<file path="src/rtl/score_display.sv">
// -----------------------------------------------------------------------------
// score_display
//   Real-time score keeper and glyph renderer for the StickmanRun VGA overlay.
//   A frame-tick divider advances a NUM_DIGITS-digit BCD score that saturates
//   at all nines; a session high score is committed on game_over. The render
//   path maps (DrawX, DrawY) onto one of NUM_DIGITS scaled 8x16 glyph boxes,
//   does a single digits_rom lookup and registers the foreground bit.
//
//   Optional build macro: SCORE_LEAD_ZERO_BLANK_EN
//     defined   -> leading zero digits are blanked (LS digit always drawn)
//     undefined -> every digit is drawn, including leading zeros
//
// Ports
//   Clk, Reset_n   clock, asynchronous active-low reset
//   frame_tick     one-cycle pulse per video frame
//   run            ticks are counted only while high
//   clear          zero score/divider/saturated (new game), beats frame_tick
//   game_over      commit score to hi_score_bcd when it is larger
//   DrawX, DrawY   current pixel
//   score_bcd      current score, digit 0 (least significant) in [3:0]
//   hi_score_bcd   session high score
//   saturated      score has reached all nines (sticky until clear/reset)
//   is_score       pixel presented on the previous cycle is score foreground
//
//   digits_rom (below): 8x16 digit font, addr = 16*glyph + row, data[0] is
//   the leftmost pixel of the row.
// -----------------------------------------------------------------------------
module score_display #(
  parameter int         NUM_DIGITS  = 4,
  parameter int         UNIT_FRAMES = 30,
  parameter int         SCALE       = 3,
  parameter logic [9:0] X_POS       = 10'd540,
  parameter logic [9:0] Y_POS       = 10'd10,
  parameter int         DIGIT_PITCH = 8*SCALE+2
) (
  input  logic                    Clk,
  input  logic                    Reset_n,
  input  logic                    frame_tick,
  input  logic                    run,
  input  logic                    clear,
  input  logic                    game_over,
  input  logic [9:0]              DrawX,
  input  logic [9:0]              DrawY,
  output logic [4*NUM_DIGITS-1:0] score_bcd,
  output logic [4*NUM_DIGITS-1:0] hi_score_bcd,
  output logic                    saturated,
  output logic                    is_score
);

  localparam int SW = 4*NUM_DIGITS;
  localparam logic [11:0] DIV_LAST = 12'(UNIT_FRAMES-1);

  logic [SW-1:0] score_q, hi_q, score_next;
  logic [11:0]   div_q;
  logic          sat_q, pix_q;
  logic          count_en, wrap;

  // Ripple-carry BCD increment from digit 0 upward.
  function automatic logic [SW-1:0] bcd_inc(input logic [SW-1:0] v);
    logic [SW-1:0] r;
    logic          carry;
    r     = v;
    carry = 1'b1;
    for (int i = 0; i < NUM_DIGITS; i++) begin
      if (carry) begin
        if (v[4*i +: 4] == 4'd9) begin
          r[4*i +: 4] = 4'd0;
        end else begin
          r[4*i +: 4] = v[4*i +: 4] + 4'd1;
          carry       = 1'b0;
        end
      end
    end
    return r;
  endfunction

  function automatic logic all_nines(input logic [SW-1:0] v);
    logic r;
    r = 1'b1;
    for (int i = 0; i < NUM_DIGITS; i++) r = r && (v[4*i +: 4] == 4'd9);
    return r;
  endfunction

  assign count_en   = frame_tick && run && !sat_q;
  assign wrap       = count_en && (div_q == DIV_LAST);
  assign score_next = bcd_inc(score_q);

  always_ff @(posedge Clk or negedge Reset_n) begin
    if (!Reset_n) begin
      score_q <= '0;
      div_q   <= '0;
      sat_q   <= 1'b0;
    end else if (clear) begin
      score_q <= '0;
      div_q   <= '0;
      sat_q   <= 1'b0;
    end else if (count_en) begin
      div_q <= wrap ? 12'd0 : div_q + 12'd1;
      if (wrap) begin
        score_q <= score_next;
        // Flag on the edge the score lands on all nines so the divider
        // stops from then on.
        if (all_nines(score_next)) sat_q <= 1'b1;
      end
    end
  end

  // Legal BCD with the MS digit in the top bits compares correctly as an
  // ordinary unsigned number. Uses the pre-clear score when clear coincides.
  always_ff @(posedge Clk or negedge Reset_n) begin
    if (!Reset_n)                         hi_q <= '0;
    else if (game_over && score_q > hi_q) hi_q <= score_q;
  end

  // ---------------------------------------------------------------- render
  logic [10:0] x11, y11, origin, dx, dy;
  logic [3:0]  digit, glyph, row;
  logic [2:0]  col;
  logic        hit, y_in, blank;
  logic [7:0]  rom_addr;
  logic [0:7]  rom_data;
`ifdef SCORE_LEAD_ZERO_BLANK_EN
  logic        zeros_above;
`endif

  assign x11 = {1'b0, DrawX};
  assign y11 = {1'b0, DrawY};

  // Boxes never overlap, so at most one iteration can hit.
  always_comb begin
    hit    = 1'b0;
    dx     = '0;
    glyph  = '0;
    blank  = 1'b0;
    origin = '0;
    digit  = '0;
`ifdef SCORE_LEAD_ZERO_BLANK_EN
    zeros_above = 1'b1;
`endif
    for (int k = 0; k < NUM_DIGITS; k++) begin
      origin = 11'(X_POS) + 11'(k*DIGIT_PITCH);
      digit  = score_q[4*(NUM_DIGITS-1-k) +: 4];
      if (x11 >= origin && x11 < origin + 11'(8*SCALE)) begin
        hit   = 1'b1;
        dx    = x11 - origin;
        glyph = digit;
`ifdef SCORE_LEAD_ZERO_BLANK_EN
        blank = zeros_above && (digit == 4'd0) && (k != NUM_DIGITS-1);
`endif
      end
`ifdef SCORE_LEAD_ZERO_BLANK_EN
      zeros_above = zeros_above && (digit == 4'd0);
`endif
    end
  end

  assign y_in     = (y11 >= 11'(Y_POS)) && (y11 < 11'(Y_POS) + 11'(16*SCALE));
  assign dy       = y11 - 11'(Y_POS);
  assign col      = 3'(dx / 11'(SCALE));
  assign row      = 4'(dy / 11'(SCALE));
  assign rom_addr = {glyph, row};

  digits_rom u_rom (
    .addr (rom_addr),
    .data (rom_data)
  );

  always_ff @(posedge Clk or negedge Reset_n) begin
    if (!Reset_n) pix_q <= 1'b0;
    else          pix_q <= hit && y_in && !blank && rom_data[col];
  end

  assign score_bcd    = score_q;
  assign hi_score_bcd = hi_q;
  assign saturated    = sat_q;
  assign is_score     = pix_q;

endmodule

// 8x16 digit font drawn as seven-segment strokes: top bar row 1, middle bar
// row 7, bottom bar row 14, vertical strokes in columns 1 and 6. Glyphs above
// 9 are blank.
module digits_rom (
  input  logic [7:0] addr,
  output logic [0:7] data
);
  logic [3:0] glyph, row;
  logic [6:0] seg; // {a,b,c,d,e,f,g}

  assign glyph = addr[7:4];
  assign row   = addr[3:0];

  always_comb begin
    case (glyph)
      4'd0:    seg = 7'b1111110;
      4'd1:    seg = 7'b0110000;
      4'd2:    seg = 7'b1101101;
      4'd3:    seg = 7'b1111001;
      4'd4:    seg = 7'b0110011;
      4'd5:    seg = 7'b1011011;
      4'd6:    seg = 7'b1011111;
      4'd7:    seg = 7'b1110000;
      4'd8:    seg = 7'b1111111;
      4'd9:    seg = 7'b1111011;
      default: seg = 7'b0000000;
    endcase
  end

  always_comb begin
    data = '0;
    if (row == 4'd1  && seg[6]) data[1:6] = 6'b111111;
    if (row == 4'd7  && seg[0]) data[1:6] = 6'b111111;
    if (row == 4'd14 && seg[3]) data[1:6] = 6'b111111;
    if (row >= 4'd1 && row <= 4'd7) begin
      if (seg[1]) data[1] = 1'b1;
      if (seg[5]) data[6] = 1'b1;
    end
    if (row >= 4'd7 && row <= 4'd14) begin
      if (seg[2]) data[1] = 1'b1;
      if (seg[4]) data[6] = 1'b1;
    end
  end
endmodule

</file>
<file path="config.mk">
export PLATFORM = sky130hd
export DESIGN_NAME = score_display
export DESIGN_NICKNAME = d
export VERILOG_FILES = /design/src/rtl/score_display.sv
export SDC_FILE = /design/constraint.sdc
export NUM_CORES = 1
export LEC_CHECK = 0
export BUFFER_PORTS_ARGS = -buffer_cell sky130_fd_sc_hd__buf_2
export CORE_MARGIN = 5
export CORE_UTILIZATION = 54
export CTS_CLUSTER_SIZE = 16
export DETAILED_ROUTE_END_ITERATION = 12
export PLACE_DENSITY = 0.74
export SLEW_MARGIN = 15
export SYNTH_ARGS = -nofsm -noshare
export SYNTH_HDL_FRONTEND = slang
export SYNTH_SLANG_ARGS = --single-unit
</file>
<file path="constraint.sdc">
create_clock -name Clk -period 3.2 [get_ports Clk]
set_input_delay 0.64 -clock Clk [delete_from_list [all_inputs] [get_ports Clk]]
set_output_delay 0.64 -clock Clk [all_outputs]
set_load 0.01 [all_outputs]
</file>
==> results.sh <==
export IMPL_synthesis_yosys_warnings=0
export IMPL_die_boundary_height_um=116.6
export IMPL_first_pass_iters=5
export IMPL_antennaDiodeCount=0
export IMPL_leakagePower_uw=0.004250
export IMPL_cts_hold_repair_buffers=0
export IMPL_cp_start_kind="input pin"
export IMPL_route_detailed_wl_per_inst_um=18.61
export IMPL_post_detailed_routing_wire_length_um=23930
export IMPL_synth_seq_cells=46
export IMPL_sequential_area_share_after_synthesis_pct=18.75
export IMPL_cp_slowest_stage_delay_ns=0.43
export IMPL_clock_path_buffers=2
export IMPL_min_period_over_period_pct=203.1
export IMPL_wire_length_of_the_first_global_routing_pass_um=37480
export IMPL_cts_htree_levels=2
export IMPL_critPathCaptureType="register"
export IMPL_maxClockFrequency_ghz=0.1539
export IMPL_synth_top_area_share_pct=18.75
export IMPL_fillerInstances=669
export IMPL_utilization_pct=83.03
export IMPL_initial_core_utilization_pct=54.46
export IMPL_worstSetupPathType="in -> reg"
export IMPL_synth_top_area_cell="sky130_fd_sc_hd__dfrtp_1"
export IMPL_postSynth_asyncResetShare_pct=100.0
export IMPL_post_route_cells_drive_above_1_share_pct=40.07
export IMPL_setup_viol=1
export IMPL_detailedRoute_firstIterationViolations=864
export IMPL_syn_to_final_growth_pct=52.47
export IMPL_slew_headroom_pct=30.76
export IMPL_r2r_end="is_score"
export IMPL_vdd_ir_drop_worst_v=0.0002917
export IMPL_final_max_slew_viol_count=0
export IMPL_nets=1211
export IMPL_synthesis_area_sq_um=6138
export IMPL_clock_sink_count=46
export IMPL_cts_made_buffers=5
export IMPL_report_final_hold_viol_count=0
export IMPL_yosysMostFrequentCell="sky130_fd_sc_hd__nand2_1"
export IMPL_clk_latency_ns=0.29
export IMPL_detail_route_drc_violations=0
export IMPL_design_core_area_sq_um=11270
export IMPL_num_rows=39
export IMPL_setup_slack_ns=-3.298
export IMPL_grt_pass1_vias=7986
export IMPL_fin_cells=1286
export IMPL_required_time_at_the_worst_slack_endpoint_ns=3.38
export IMPL_drtAntennaViolNets=0
export IMPL_fin_skew_ns=0.003766
export IMPL_overall_track_demand_over_capacity_in_global_routing_pct=33.47
export IMPL_critical_path_peak_fanout=4
export IMPL_synth_edf_count=0
export IMPL_drt_vias_per_instance=6.330
export IMPL_worst_pin_slew_ns=1.039
export IMPL_cap_violations=0
export IMPL_initial_antenna_violation_count=0
export IMPL_synthesis_instances=839
export IMPL_synthTopCellsByArea="sky130_fd_sc_hd__dfrtp_1, sky130_fd_sc_hd__ha_1, sky130_fd_sc_hd__nand2_1"
export IMPL_crit_top_cell="sky130_fd_sc_hd__buf_4"
export IMPL_rr_worst_depth=16
export IMPL_dpl_cell_count=1232
export IMPL_floorplan_die_area_sq_um=13600
export IMPL_setup_total_negative_slack_ns=-3.298
export IMPL_crit_start="DrawY[2]"
export IMPL_cellPowerDensity_nw_per_um2=337.5
export IMPL_critical_path_slowest_cell="sky130_fd_sc_hd__a2111oi_4"
export IMPL_rsz0062_at_grt="yes"
export IMPL_endpoint="is_score"
export IMPL_min_period_ns=6.498
export IMPL_num_io_pins=60
export IMPL_result_of_the_run="finished, violations left"
export IMPL_r2r_start="score_bcd[5]"
export IMPL_floorplan_die_width_um=116.6
export IMPL_crit_arrival_ns=6.67
export IMPL_timing_hold_worst_class="in -> async"
export IMPL_routed_via_count=8141
export IMPL_violations="setup timing"
export IMPL_grt_start_max_net_pins=47
export IMPL_place_hpwl_um=16050
export IMPL_synth_avg_cell_area_sq_um=7.316
export IMPL_gp_congestion=0.9380
export IMPL_synthesis_nets=908
export IMPL_gr_total_overflow=0
export IMPL_predominant_post_synthesis_flop_cell="sky130_fd_sc_hd__dfrtp_1"
export IMPL_setup_reg_to_reg_worst_slack_ns=0.36
export IMPL_port_buffers=59
export IMPL_yosys_top_cells_count="sky130_fd_sc_hd__nand2_1, sky130_fd_sc_hd__nor2_1, sky130_fd_sc_hd__o21ai_0, sky130_fd_sc_hd__a21oi_1, sky130_fd_sc_hd__dfrtp_1"
export IMPL_cts_clk_slew_worst_paths_ns=0.07
export IMPL_tritoncts="done"
export IMPL_root_buffer="sky130_fd_sc_hd__clkbuf_16"
export IMPL_ys_types=83
cells in the final DEF (no fill, tap or decap), drive strengths merged, types with 6 or more instances in the layout:
| cell | instances |
|---|---|
| o31ai | 8 |
| nand4 | 16 |
| and3 | 12 |
| or2 | 11 |
| nor2 | 74 |
| a21o | 9 |
| mux2 | 6 |
| a221oi | 7 |
| inv | 39 |
| nand2 | 83 |
| dfrtp | 46 |
| nor4 | 13 |
| and2 | 8 |
| o21a | 7 |
| clkbuf | 6 |
| nor3b | 8 |
| buf | 337 |
| mux2i | 9 |
| o211ai | 13 |
| o21ai | 71 |
| nand3 | 35 |
| xor2 | 14 |
| ha | 43 |
| nor2b | 23 |
| nand2b | 17 |
| a211oi | 13 |
| a21oi | 57 |
| a211o | 7 |
| a31oi | 11 |
| xnor2 | 26 |
| nor3 | 31 |
| or3 | 7 |
kinds of logic (layout without fill, tap and decap cells):
group           count (synthesis)  count (layout)  synth area share, %
compound gates                259             259                28.72
mux                            15              15                2.629
buf+inv                        82             386                5.503
simple gates                  354             354                29.80
xor+xnor                       40              40                5.830
flops                          46              46                18.75
fa+ha+maj                      43              43                8.765
through the flow:
stage               hold slack [ns]  cell area (sq um)  power (uW)  setup WS, ns
floorplan                    0.3444               6218        1397        -3.359
global placement             0.5392               8250        1953        -3.340
detailed placement           0.5489               8250        2004        -3.539
CTS                          0.5573               9145        2889        -2.897
global route                 0.5847               9359        3297        -3.501
finish                       0.5253               9359        3159        -3.298
critical path: cells and delay by family:
kind	cells	cell delay, ns
muxes	2	0.54
buffers and inverters	7	0.95
xor gates and xnor gates	1	0.16
AOI/OAI and AO/OA	13	2.82
and+or+nand+nor	7	1.13
adders and majority gates	2	0.44
worst min path at each step:
stage	startpoint	endpoint	slack (ns)	cells past startpoint
after detailed placement	hi_score_bcd[0]	hi_score_bcd[0]	0.55	1
after global placement	hi_score_bcd[0]	hi_score_bcd[0]	0.54	1
after CTS	Reset_n	div_q[11]	0.56	1
after global routing	hi_score_bcd[0]	hi_score_bcd[0]	0.58	1
final	Reset_n	div_q[5]	0.53	1
after floorplan	Reset_n	div_q[0]	0.34	0
final cells by class:
cell class / count / area, sq um / area share [%]
Tap cell: 143 / 178.9 / 1.912
Clock inverter: 2 / 12.51 / 0.1337
Clock buffer: 6 / 138.9 / 1.484
Timing Repair Buffer: 337 / 2457 / 26.26
Sequential cell: 46 / 1151 / 12.30
Inverter: 41 / 162.7 / 1.738
Multi-Input combinational cell: 711 / 5258 / 56.18
flip-flops by register name, indices dropped and copies added, names as in the netlist:
name          count
is_score          1
div_q            12
score_bcd        16
hi_score_bcd     16
saturated         1
metal layers:
layer  track usage, %  wire length (um)  up-vias  part of all wire, %
met3            4.145              1668      130                  7.0
met4            13.61              1110        0                  4.6
met5                0                 0        -                    0
met2            60.41             11990      486                   50
met1            40.17              9162     3819                   38
li1                 -                 -     3706                    -
power by group:
| group | total (uW) | internal [uW] | switching [uW] |
|---|---|---|---|
| sequential | 584 | 582 | 1.91 |
| combinational | 2030 | 996 | 1030 |
| clock | 549 | 310 | 239 |
| total | 3160 | 1890 | 1270 |
repair_timing:
item	in CTS	in global routing
endpoints found under the setup margin	1	9
setup buffers	38	8
gates resized for setup	100	28
pin swaps	49	33
No activity file was read; power rests on OpenSTA's default activity.
